==> config.mk <==
export PLATFORM = sky130hd
export DESIGN_NAME = hazard_detection_unit
export DESIGN_NICKNAME = d
export VERILOG_FILES = /design/src/rtl/hazard_detection_unit.sv
export SDC_FILE = /design/constraint.sdc
export NUM_CORES = 1
export LEC_CHECK = 0
export CAP_MARGIN = 5
export CELL_PAD_IN_SITES_DETAIL_PLACEMENT = 0
export CELL_PAD_IN_SITES_GLOBAL_PLACEMENT = 2
export CORE_UTILIZATION = 11
export CTS_BUF_LIST = sky130_fd_sc_hd__clkbuf_4 sky130_fd_sc_hd__clkbuf_8 sky130_fd_sc_hd__clkbuf_16
export DETAILED_ROUTE_END_ITERATION = 12
export PLACE_DENSITY_LB_ADDON = 0.25
export SETUP_SLACK_MARGIN = 0.5
export SYNTH_ARGS = -nofsm -noshare
export SYNTH_HDL_FRONTEND = slang
export SYNTH_SLANG_ARGS = --single-unit
==> constraint.sdc <==
create_clock -name clk -period 3.9 [get_ports clk]
set_input_delay 0.585 -clock clk [delete_from_list [all_inputs] [get_ports clk]]
set_output_delay 0.585 -clock clk [all_outputs]
set_load 0.05 [all_outputs]
==> src/rtl/hazard_detection_unit.sv <==
// Load-use hazard detector between ID and EX: combinational stall plus a registered stall history.
// Optional stall-cycle counter on stall_cnt is enabled by defining HDU_PERF_CNT_EN.
module hazard_detection_unit #(
    parameter int unsigned REG_ADDR_W = 5,
    parameter int unsigned CNT_W      = 32
) (
    input  logic                  clk,
    input  logic                  rst,
    input  logic [REG_ADDR_W-1:0] ID_rs1,
    input  logic [REG_ADDR_W-1:0] ID_rs2,
    input  logic [REG_ADDR_W-1:0] EX_rd,
    input  logic                  EX_memRead,
    output logic                  stall,
    output logic                  pc_write,
    output logic                  ifid_write,
    output logic                  idex_flush,
`ifdef HDU_PERF_CNT_EN
    output logic [CNT_W-1:0]      stall_cnt,
`endif
    output logic                  stall_prev
);

    logic rd_nonzero;
    logic src_match;
    logic stall_prev_q;

    // x0 is hardwired to zero, so a load targeting it can never feed a dependent instruction.
    assign rd_nonzero = |EX_rd;
    assign src_match  = (EX_rd == ID_rs1) || (EX_rd == ID_rs2);

    always_comb begin
        stall      = EX_memRead & rd_nonzero & src_match;
        pc_write   = ~stall;
        ifid_write = ~stall;
        idex_flush = stall;
    end

    always_ff @(posedge clk or posedge rst) begin
        if (rst) begin
            stall_prev_q <= 1'b0;
        end else begin
            stall_prev_q <= stall;
        end
    end

    assign stall_prev = stall_prev_q;

`ifdef HDU_PERF_CNT_EN
    logic [CNT_W-1:0] stall_cnt_q;
    logic [CNT_W-1:0] stall_cnt_d;

    always_comb begin
        stall_cnt_d = stall_cnt_q;
        if (stall) begin
            stall_cnt_d = stall_cnt_q + 1'b1;
        end
    end

    always_ff @(posedge clk or posedge rst) begin
        if (rst) begin
            stall_cnt_q <= '0;
        end else begin
            stall_cnt_q <= stall_cnt_d;
        end
    end

    assign stall_cnt = stall_cnt_q;
`else
    // CNT_W only sizes the optional counter; keep it referenced in the default build.
    if (CNT_W == 0) begin : g_cnt_w_unused
    end
`endif

endmodule

==> results.ini <==
[final_layout]
diodes=0
largest_reg_flops=1
drive_gt1_share_pct=2.38
fin_nets=62
design_area_sq_um=409
area_growth_pct=122

[floorplan]
num_rows=14
die_area_sq_mm=0.00184
io_pins=23
core_sq_mm=0.00154
die_height_um=42.9
initial_core_util_pct=11.9
dieWidth_um=42.9

[cts]
hold_buffers=0
cts_resized=0
post-cts-setup-buffers=0
path_clk_slew_ns=0

[worst_setup_path]
cp_common_cell=clkdlybuf4s50_1
start_kind=input pin
critPathCaptureType=output port
cp_slowest_stage_delay_ns=0.84
cp.required_ns=3.31
crit_fanout=3
cp_slowest_cell=clkdlybuf4s50_1
crit_chain=clkdlybuf4s50_1, or4_4, o211ai_1, clkdlybuf4s50_1
cp.arrival_ns=2.69
crit_type=in -> out

[timing]
slew_violations=0
finalSetupTns_ns=0
tightestPinTransition_ns=0.494
rsz0062_at_grt=false
post-route-period-util_pct=83.9
fin_crit_ns=3.27
max_freq_ghz=0.306
hold_violations=0
relSlewSlack_pct=66.9
setup_viol=0

[logic_synthesis]
synth.most_common_cell=xnor2_1
ys_ff_latch=1
synth_edf_count=0
synth_top_area_share_pct=47.6
synth_top_cell_by_area=xnor2_1
yosysWarnings=0
synth.avg_cell_area_sq_um=8.36
ys.flop_type=dfrtp_1
synth_common_cells=10 x xnor2_1, 2 x buf_4, 2 x nand2_1, 2 x nand3_1
synth_nets=40
ys_seq_area_share_pct=13.6
yosysUniqueCellTypes=10
yosys-top-cells-area=xnor2_1 48%, dfrtp_1 14%, buf_4 8.2%
async_flop_share_pct=100
syn_area_sq_um=184
syn_inst=22

[global_routing]
grt_pass1_vias=216
grt_start_max_net_pins=5
grt_overflow=0
grt_pass1_wl_um=869
groute.usage.overall_pct=5.74
antenna_found_initial=0

[power_and_ir_drop]
powerDensity_mw_per_mm2=134
vdd_drop_max_mv=0.0344
p_leak_nw=0.146
design_power_total_uw=54.6

[placed_design]
port-buffer-count=22
place.gp.congestion=0.660
dp_hpwl_um=458
post_dp_cell_area_sq_um=409

[job]
drv_cap=0

[drt]
wirelength_um=492
firstDrtPassIters=3
wire_per_inst_um=8.48
drc=0
viasPerCell=3.76
drt_iter0_markers=2
num_vias=218
postRouteAntennaNets=0

[worst_hold_path]
hold_class=in -> async

[status]
status=finished, final reports clean

==> final cells by class <==
| class | count | area [sq um] |
|---|---|---|
| Sequential cell | 1 | 25.0 |
| Inverter | 1 | 3.75 |
| Tap cell | 16 | 20.0 |
| Fill cell | 180 | 1130 |
| Multi-Input combinational cell | 18 | 140 |
| Timing Repair Buffer | 22 | 220 |
==> path summary, 6_finish.rpt <==
check	startpoint	end	slack [ns]	cells after the start
max in group asynchronous	rst	stall_prev$_DFF_PP0_	3.09	2
hold / removal	rst	stall_prev$_DFF_PP0_	0.72	2
min in group clk	EX_memRead	stall_prev$_DFF_PP0_	1.23	2
setup / recovery	EX_rd[1]	ifid_write	0.63	4
==> where the power goes <==
group	total [mW]	internal, mW	switching (mW)	leakage [nW]
sequential	0.0110	0.0109	0.0000800	0.0139
clock	0	0	0	0
combinational	0.0437	0.0264	0.0172	0.132
total	0.0546	0.0373	0.0173	0.146
==> cells in the final DEF (no fill, tap or decap) <==
cell,n
o211a_1,1
xnor2_1,10
dfrtp_1,1
nand2_1,2
clkdlybuf4s50_1,22
inv_1,1
o211ai_1,1
nand3_1,2
o22ai_1,1
or4_4,1
==> metal layers <==
metal | wire [um] | vias to the layer above | global-route usage [%] | part of all wire [%]
met5 | 0 | - | 0 | 0
met4 | 0 | 0 | 0 | 0
met3 | 74 | 0 | 1.70 | 15
met2 | 203 | 20 | 9.09 | 41
met1 | 214 | 85 | 8.10 | 43
li1 | - | 113 | - | -
==> stage by stage <==
| step | instances | util [%] | hold WS, ns | worst slack (ns) |
|---|---|---|---|---|
| finish | 58 | 26.5 | 0.725 | 0.629 |
| global route | 58 | 26.5 | 0.760 | 0.550 |
| CTS | 58 | 26.5 | 0.727 | 0.611 |
| detailed placement | 58 | 26.5 | 0.727 | 0.611 |
| global placement | 58 | 26.5 | 0.728 | 0.659 |
| floorplan | 22 | - | 0.314 | 1.03 |
==> worst max-delay path: cells and delay by family <==
kind,cells,cell delay [ns]
buffers and inverters,2,1.31
AND/OR/NAND/NOR,1,0.56
AO/OA/AOI/OAI,1,0.22
==> logic make-up after synthesis <==
group,after synthesis,synth area share (%)
compound gates,3,12.9
simple gates,5,15.6
flops,1,13.6
buf+inv,3,10.2
xor+xnor,10,47.6
(Power assumes the default switching activity.)
